===== config.mk =====
export PLATFORM = sky130hd
export DESIGN_NAME = fetch_unit
export DESIGN_NICKNAME = d
export VERILOG_FILES = /design/src/rtl/fetch_unit_pkg.sv /design/src/rtl/fetch_queue.sv /design/src/rtl/fetch_unit.sv
export SDC_FILE = /design/constraint.sdc
export NUM_CORES = 1
export LEC_CHECK = 0
export ABC_AREA = 1
export CELL_PAD_IN_SITES_DETAIL_PLACEMENT = 1
export CELL_PAD_IN_SITES_GLOBAL_PLACEMENT = 2
export CORE_ASPECT_RATIO = 1.4
export CORE_MARGIN = 2
export CORE_UTILIZATION = 31
export CTS_BUF_LIST = sky130_fd_sc_hd__clkbuf_4
export CTS_CLUSTER_SIZE = 12
export DETAILED_ROUTE_END_ITERATION = 7
export GPL_ROUTABILITY_DRIVEN = 0
export PLACE_DENSITY_LB_ADDON = 0.3
export RECOVER_POWER = 50
export SYNTH_ARGS = -nofsm -noshare
export SYNTH_HDL_FRONTEND = slang
export SYNTH_SLANG_ARGS = --single-unit

===== constraint.sdc =====
create_clock -name clk -period 13.55 [get_ports clk]
set_clock_uncertainty 0.1 [all_clocks]
set_input_delay 1.355 -clock clk [delete_from_list [all_inputs] [get_ports clk]]
set_output_delay 1.355 -clock clk [all_outputs]
set_load 0.02 [all_outputs]

===== src/rtl/fetch_unit_pkg.sv =====
// Shared IF-stage defaults: address/data widths, reset PC and sequential step,
// used by the fetch unit, the instruction memory and the PC logic.
package fetch_unit_pkg;

  localparam int          IF_ADDR_W   = 32;
  localparam int          IF_DATA_W   = 32;
  localparam logic [31:0] IF_RESET_PC = 32'h0000_0000;
  localparam int          IF_PC_STEP  = 1;
  localparam int          IF_DEPTH    = 4;

endpackage


===== src/rtl/fetch_queue.sv =====
// Registered circular buffer of fetched {pc, instr} entries. The head entry is
// presented combinationally from storage; there is no fall-through path.
module fetch_queue #(
  parameter int W     = 64,
  parameter int DEPTH = 4
) (
  input  logic                         clk,
  input  logic                         rst,
  input  logic                         push,
  input  logic [W-1:0]                 push_data,
  input  logic                         pop,
  input  logic                         flush,
  output logic [W-1:0]                 head_data,
  output logic [$clog2(DEPTH+1)-1:0]   count
);

  localparam int PW = $clog2(DEPTH);
  localparam int CW = $clog2(DEPTH+1);

  logic [W-1:0]  mem [DEPTH];
  logic [PW-1:0] rd_ptr;
  logic [PW-1:0] wr_ptr;

  function automatic logic [PW-1:0] next_ptr(input logic [PW-1:0] p);
    return (p == PW'(DEPTH-1)) ? '0 : p + PW'(1);
  endfunction

  assign head_data = mem[rd_ptr];

  always_ff @(posedge clk or posedge rst) begin
    if (rst) begin
      rd_ptr <= '0;
      wr_ptr <= '0;
      count  <= '0;
      for (int i = 0; i < DEPTH; i++) mem[i] <= '0;
    end else if (flush) begin
      rd_ptr <= '0;
      wr_ptr <= '0;
      count  <= '0;
    end else begin
      // Push and pop on a full queue is legal: rd and wr point at the same slot.
      if (push) begin
        mem[wr_ptr] <= push_data;
        wr_ptr      <= next_ptr(wr_ptr);
      end
      if (pop) rd_ptr <= next_ptr(rd_ptr);
      case ({push, pop})
        2'b10:   count <= count + CW'(1);
        2'b01:   count <= count - CW'(1);
        default: count <= count;
      endcase
    end
  end

`ifndef SYNTHESIS
  overflow_chk: assert property (@(posedge clk) disable iff (rst)
    !(push && !pop && !flush && count == CW'(DEPTH)));
`endif

endmodule


===== src/rtl/fetch_unit.sv =====
// IF-stage fetch initiator: issues word addresses to a 1-cycle synchronous
// instruction memory, queues returned words with their PCs and hands them to ID.
module fetch_unit
  import fetch_unit_pkg::*;
#(
  parameter int                ADDR_W   = IF_ADDR_W,
  parameter int                DATA_W   = IF_DATA_W,
  parameter logic [ADDR_W-1:0] RESET_PC = ADDR_W'(IF_RESET_PC),
  parameter logic [ADDR_W-1:0] PC_STEP  = ADDR_W'(IF_PC_STEP),
  parameter int                DEPTH    = IF_DEPTH
) (
  input  logic              clk,
  input  logic              rst,
  output logic [ADDR_W-1:0] imem_addr,
  input  logic [DATA_W-1:0] imem_data,
  input  logic              redirect_valid,
  input  logic [ADDR_W-1:0] redirect_target,
  output logic              if_valid,
  input  logic              if_ready,
  output logic [DATA_W-1:0] if_instr,
  output logic [ADDR_W-1:0] if_pc
);

  localparam int CW = $clog2(DEPTH+1);
  localparam int NW = CW + 2;

  // ID handshake: an instruction transfers on any edge where if_valid and
  // if_ready are both high; while if_valid is high and if_ready is low the
  // if_* outputs stay stable. A redirect cancels the transfer on that edge.

  logic                     addr_live;
  logic                     rsp_live;
  logic [ADDR_W-1:0]        rsp_pc;
  logic                     push;
  logic                     pop;
  logic                     issue;
  logic [NW-1:0]            need;
  logic [CW-1:0]            q_count;
  logic [ADDR_W+DATA_W-1:0] head;

  assign push     = rsp_live & ~redirect_valid;
  assign pop      = if_valid & if_ready & ~redirect_valid;
  assign if_valid = (q_count != '0);
  assign if_pc    = head[ADDR_W+DATA_W-1:DATA_W];
  assign if_instr = head[DATA_W-1:0];

  // Credit: every read in flight plus the one about to issue must have a slot.
  assign need  = NW'(q_count) + NW'(rsp_live) + NW'(addr_live) + NW'(1) - NW'(pop);
  assign issue = (need <= NW'(DEPTH));

  always_ff @(posedge clk or posedge rst) begin
    if (rst) begin
      imem_addr <= RESET_PC;
      addr_live <= 1'b1;
      rsp_live  <= 1'b0;
      rsp_pc    <= '0;
    end else begin
      rsp_live <= addr_live & ~redirect_valid;
      rsp_pc   <= imem_addr;
      if (redirect_valid) begin
        imem_addr <= redirect_target;
        addr_live <= 1'b1;
      end else if (issue) begin
        imem_addr <= imem_addr + PC_STEP;
        addr_live <= 1'b1;
      end else begin
        addr_live <= 1'b0;
      end
    end
  end

  fetch_queue #(
    .W     (ADDR_W + DATA_W),
    .DEPTH (DEPTH)
  ) u_queue (
    .clk       (clk),
    .rst       (rst),
    .push      (push),
    .push_data ({rsp_pc, imem_data}),
    .pop       (pop),
    .flush     (redirect_valid),
    .head_data (head),
    .count     (q_count)
  );

endmodule


==> flow_metrics.tcl, run 1 <==
set metrics [dict create \
    status "complete, but fails checks" \
    violations "capacitance limit, slew limit" \
    syn_avg_cell_area_sq_um 8.24 \
    via_per_inst 4.81 \
    antenna_found_initial 2 \
    insertion_delay_ps 780 \
    cts_buffers 88 \
    peakVddDrop_mv 0.107 \
    rows 94 \
    final_nets 2027 \
    cap_violations 2 \
    drt-initial-drc-count 554 \
    final.setup.tns_ps 0 \
    wirelength_um 44500 \
    worst-endpoint-arrival_ps 7620 \
    num_vias 12700 \
    dieArea_sq_mm 0.0494 \
    period_share 0.519 \
    leakagePower_nw 8.52 \
    final_cell_mix "nand2_1 (485), o21ai_0 (392), dfrtp_1 (326)" \
    worst_slack_ps 6510 \
    die_w_um 188 \
    drive_above_1_share 0.0840 \
    ioPinCount 165 \
    design_area_sq_mm 0.0180 \
    dp_slack_ps 7300 \
    drtAntennaViolNets 0 \
    period_needed_ps 7040 \
    start_util 0.314 \
    core_area_sq_mm 0.0470 \
    ys_ff_latch 329 \
    drc_errors 0 \
    die_h_um 262 \
    cp-end-kind "flop" \
    dp.final_hpwl_um 27100 \
    synthesis.area_sq_mm 0.0148 \
    placed_area_sq_mm 0.0169 \
    htreeDepth 3 \
    syn_nets 1869 \
    final.fill_count 5674 \
    grt_overflow_total 0 \
    cp_max_fo 41 \
    required_ps 14140 \
    tritoncts "done" \
    min_path_type "reg -> reg" \
    clock.fmax_ghz 0.142 \
    postCtsSetupRepairBufs 0 \
    cts_hold_buf 0 \
    cts_resized 0 \
    synth.yosys.seq_area_share 0.558 \
    grt_pass1_vias 13700 \
    slew_headroom -3.07 \
    clk_pin_slew_ps 60 \
    drtPass1Iterations 4 \
    area_growth_pct 22.0 \
    hold_viol_final 0 \
    cts_buffer_depth 3 \
    grt_pass1_wl_um 73000 \
    cts_sinks 329 \
    wl_per_cell_um 16.9 \
    root_buffer "clkbuf_4" \
    worstSetupPathType "in -> reg" \
    grt_max_degree 134 \
    final_common_cell "nand2_1" \
    syn_inst 1790 \
    slew_violations 176 \
    worst_pin_slew_ps 6080 \
    yosysUniqueCellTypes 29 \
    setup_viol 0 \
    synth_warnings 0 \
    start_kind "input pin" \
    power_density_mw_per_mm2 243 \
    total_power_mw 4.38 \
    rsz0062_at_grt "false" \
    grt_use_total 0.185 \
    port_buffers 164 \
]
[registers in the layout, summed over array words and instances, names as in the netlist]
signal,flops
u_queue.wr_ptr,2
u_queue.count,3
addr_live,1
u_queue.mem,256
rsp_pc,32
imem_addr,32
rsp_live,1
u_queue.rd_ptr,2
[Yosys cell counts, drive strengths merged]
| cell | count | share of area |
|---|---|---|
| nand3 | 56 | 0.019 |
| nand4 | 1 | 0.00042 |
| nor3 | 1 | 0.00034 |
| buf | 28 | 0.010 |
| clkbuf | 82 | 0.021 |
| nand2 | 487 | 0.12 |
| xor2 | 7 | 0.0042 |
| dfstp | 1 | 0.0018 |
| or2 | 1 | 0.00042 |
| a21oi | 2 | 0.00068 |
| nor2 | 186 | 0.049 |
| o21bai | 2 | 0.0010 |
| o21ai | 394 | 0.13 |
| nand3b | 9 | 0.0046 |
| dfrtp | 328 | 0.56 |
| inv | 125 | 0.032 |
| xnor2 | 5 | 0.0030 |
| ha | 8 | 0.0068 |
| o22ai | 64 | 0.027 |
| fa | 3 | 0.0041 |
[stage by stage]
step,utilization,hold slack (ps),instances
final,0.382,379,2640
after global routing,0.382,398,2639
after CTS,0.383,384,2637
after detailed placement,0.358,368,2482
after global placement,0.358,361,2482
after floorplan,-,348,1790
[cell families (layout without fill, tap and decap cells)]
logic type,after synthesis,after routing,share of synthesized area
AND/OR/NAND/NOR,741,741,0.198
AO/OA/AOI/OAI,462,462,0.163
flip-flops,329,329,0.558
buffers and inverters,235,458,0.0629
XOR/XNOR,12,12,0.00713
adder cells (fa/ha/maj),11,11,0.0109
other,0,3,0
[where the power goes]
| group | internal, mW | total [mW] | leakage (nW) | switching, mW |
|---|---|---|---|---|
| clock network | 0.502 | 0.918 | 0.697 | 0.416 |
| logic | 0.702 | 1.74 | 3.60 | 1.04 |
| registers | 1.40 | 1.72 | 4.22 | 0.317 |
[critical path, stage by stage]
cell,delay (ps)
dlygate4sd3_1,520
clkbuf_1,1390
inv_1,1130
nand3_1,380
inv_1,120
fa_1,490
inv_1,50
ha_1,210
fa_1,460
nor2_1,130
o21ai_2,70
buf_4,240
nor2_2,540
buf_4,340
nand3_1,100
nand2_1,60
[area by class of cell]
class                      count  area, sq um  area share
tap                          624          781      0.0434
timing repair buffer         178         1740      0.0969
clock inverter                22          163     0.00904
multi-input combinational   1226         5590       0.310
clock buffer                 133          998      0.0555
sequential                   329         8240       0.458
antenna                        3         7.51    0.000417
inverter                     125          473      0.0263
[layer usage]
metal	share of wire	track usage	vias to the layer above
met4	0.025	0.0666	0
met3	0.041	0.0353	80
met2	0.51	0.331	247
met1	0.43	0.221	6179
met5	0	0	-
li1	-	-	6180
[final timing paths]
path                       cells after the start  slack, ps                            to                         start
hold reg to reg                                2        380  u_queue.mem[168]$_DFFE_PP0P_  u_queue.mem[168]$_DFFE_PP0P_
setup reg to reg                              15       9690     imem_addr[20]$_DFFE_PP0P_  u_queue.count[1]$_DFFE_PP0P_
hold / removal                                 2        380  u_queue.mem[168]$_DFFE_PP0P_  u_queue.mem[168]$_DFFE_PP0P_
min in group asynchronous                      2       2850      imem_addr[3]$_DFFE_PP0P_                           rst
max in group asynchronous                      4       6950  u_queue.mem[132]$_DFFE_PP0P_                           rst
setup / recovery                              16       6510     imem_addr[20]$_DFFE_PP0P_                redirect_valid
No activity file was read; power rests on OpenSTA's default activity.
==> inputs of run 2 (changes only) <==
clock period = 6.9 ns   (was 13.55 ns; I/O delays follow)
==> flow_metrics.tcl, run 2 (synthesized netlist as in run 1, its figures left out) <==
set metrics [dict create \
    required_ps 7420 \
    period_share 0.740 \
    slew_violations 107 \
    cts_sinks 329 \
    cts_resized 0 \
    postCtsSetupRepairBufs 0 \
    grt_pass1_wl_um 74400 \
    cp-end-kind "flop" \
    dieArea_sq_mm 0.0494 \
    worst_slack_ps 1790 \
    grt_max_degree 172 \
    die_h_um 262 \
    final.setup.tns_ps 0 \
    tritoncts "done" \
    port_buffers 164 \
    rr_startpoint "u_queue.count[1]$_DFFE_PP0P_" \
    fin_util 0.382 \
    violations "capacitance limit, slew limit" \
    rr_worst_depth 15 \
    worstSetupPathType "in -> reg" \
    worst_pin_slew_ps 3460 \
    die_w_um 188 \
    htreeDepth 3 \
    final.fill_count 5678 \
    rr_endpoint "imem_addr[5]$_DFFE_PP0P_" \
    min_path_type "reg -> reg" \
    final_nets 2027 \
    final_cell_mix "nand2_1 (481), o21ai_0 (386), dfrtp_1 (326)" \
    drtAntennaViolNets 0 \
    regMostFlops "u_queue.mem" \
    whs_endpoint "u_queue.mem[175]$_DFFE_PP0P_" \
    insertion_delay_ps 760 \
    cap_violations 2 \
    ioPinCount 165 \
    antenna_found_initial 2 \
    status "complete, but fails checks" \
    top_regs "u_queue.mem: 256 flops, imem_addr: 32 flops, rsp_pc: 32 flops" \
    cts_buffers 87 \
    rrSetupSlack_ps 3350 \
    period_needed_ps 5110 \
    start_util 0.314 \
    drive_above_1_share 0.0847 \
    area_growth_pct 21.7 \
    clk_pin_slew_ps 60 \
    via_per_inst 4.80 \
    hold_viol_final 0 \
    final_common_cell "nand2_1" \
    slew_headroom -1.31 \
    grt_use_total 0.188 \
    drtPass1Iterations 4 \
    drc_errors 0 \
    root_buffer "clkbuf_4" \
    wirelength_um 44800 \
    drt-initial-drc-count 542 \
    hp-start "u_queue.mem[175]$_DFFE_PP0P_" \
    dp_slack_ps 2160 \
    num_vias 12600 \
    start_kind "input pin" \
    rsz0062_at_grt "false" \
    grt_pass1_vias 14000 \
    whs_ps 379 \
    peakVddDrop_mv 0.190 \
    leakagePower_nw 8.52 \
    power_density_mw_per_mm2 473 \
    rows 94 \
    holdPathStages 2 \
    cp_max_fo 41 \
    worst-endpoint-arrival_ps 5630 \
    clock.fmax_ghz 0.196 \
    largest_register_ff_count 256 \
    cts_hold_buf 0 \
    cts_buffer_depth 3 \
    grt_overflow_total 0 \
    dp.final_hpwl_um 27200 \
    core_area_sq_mm 0.0470 \
    wl_per_cell_um 17.0 \
    setup_viol 0 \
]
==> run 2: worst max path at each step <==
| stage | startpoint | cells after the start | to |
|---|---|---|---|
| floorplan | rst | 1 | imem_addr[0]$_DFFE_PP0P_ |
| global placement | redirect_valid | 17 | imem_addr[17]$_DFFE_PP0P_ |
| detailed placement | redirect_valid | 17 | imem_addr[10]$_DFFE_PP0P_ |
| CTS | u_queue.rd_ptr[0]$_DFFE_PP0P_ | 5 | if_pc[0] |
| global route | redirect_valid | 17 | imem_addr[10]$_DFFE_PP0P_ |
| finish | redirect_valid | 17 | imem_addr[5]$_DFFE_PP0P_ |
==> run 2: where the power goes <==
group	switching [mW]	internal [mW]	total [mW]
clock	0.803	0.895	1.70
sequential	0.619	2.75	3.36
combinational	2.04	1.38	3.42
total	3.46	5.02	8.48
==> run 2: layer usage <==
layer  vias up  global-route usage  routed length [um]
met5         -                   0                   0
met4         0              0.0590                 823
met3        59              0.0367                1920
met2       226               0.340               22400
met1      6179               0.226               19600
li1       6179                   -                   -
==> run 2: layout make-up <==
type                            instances  area (sq um)  area share
Clock inverter                         11          41.3     0.00230
Antenna cell                            2          5.00    0.000279
Sequential cell                       329          8240       0.459
Multi-Input combinational cell       1226          5620       0.313
Clock buffer                          138          1040      0.0577
Timing Repair Buffer                  179          1760      0.0980
Tap cell                              624           781      0.0435
Inverter                              125           473      0.0263
==> run 2: critical path, cell delays in order <==
cell	delay, ps
dlygate4sd3_1	520
clkbuf_1	1350
inv_1	100
buf_4	330
nand3_1	160
inv_1	100
fa_1	480
inv_1	40
ha_1	200
fa_1	490
nor2_1	50
o21ai_2	120
buf_4	330
nor2_2	110
buf_4	330
nand2_1	90
nand3_1	80
==> run 2: stage by stage <==
stage	instances	area, sq um	power [mW]
finish	2634	17900	8.48
global route	2634	17900	9.23
CTS	2632	18000	8.67
detailed placement	2483	16900	6.90
global placement	2483	16900	6.80
floorplan	1790	14800	5.35
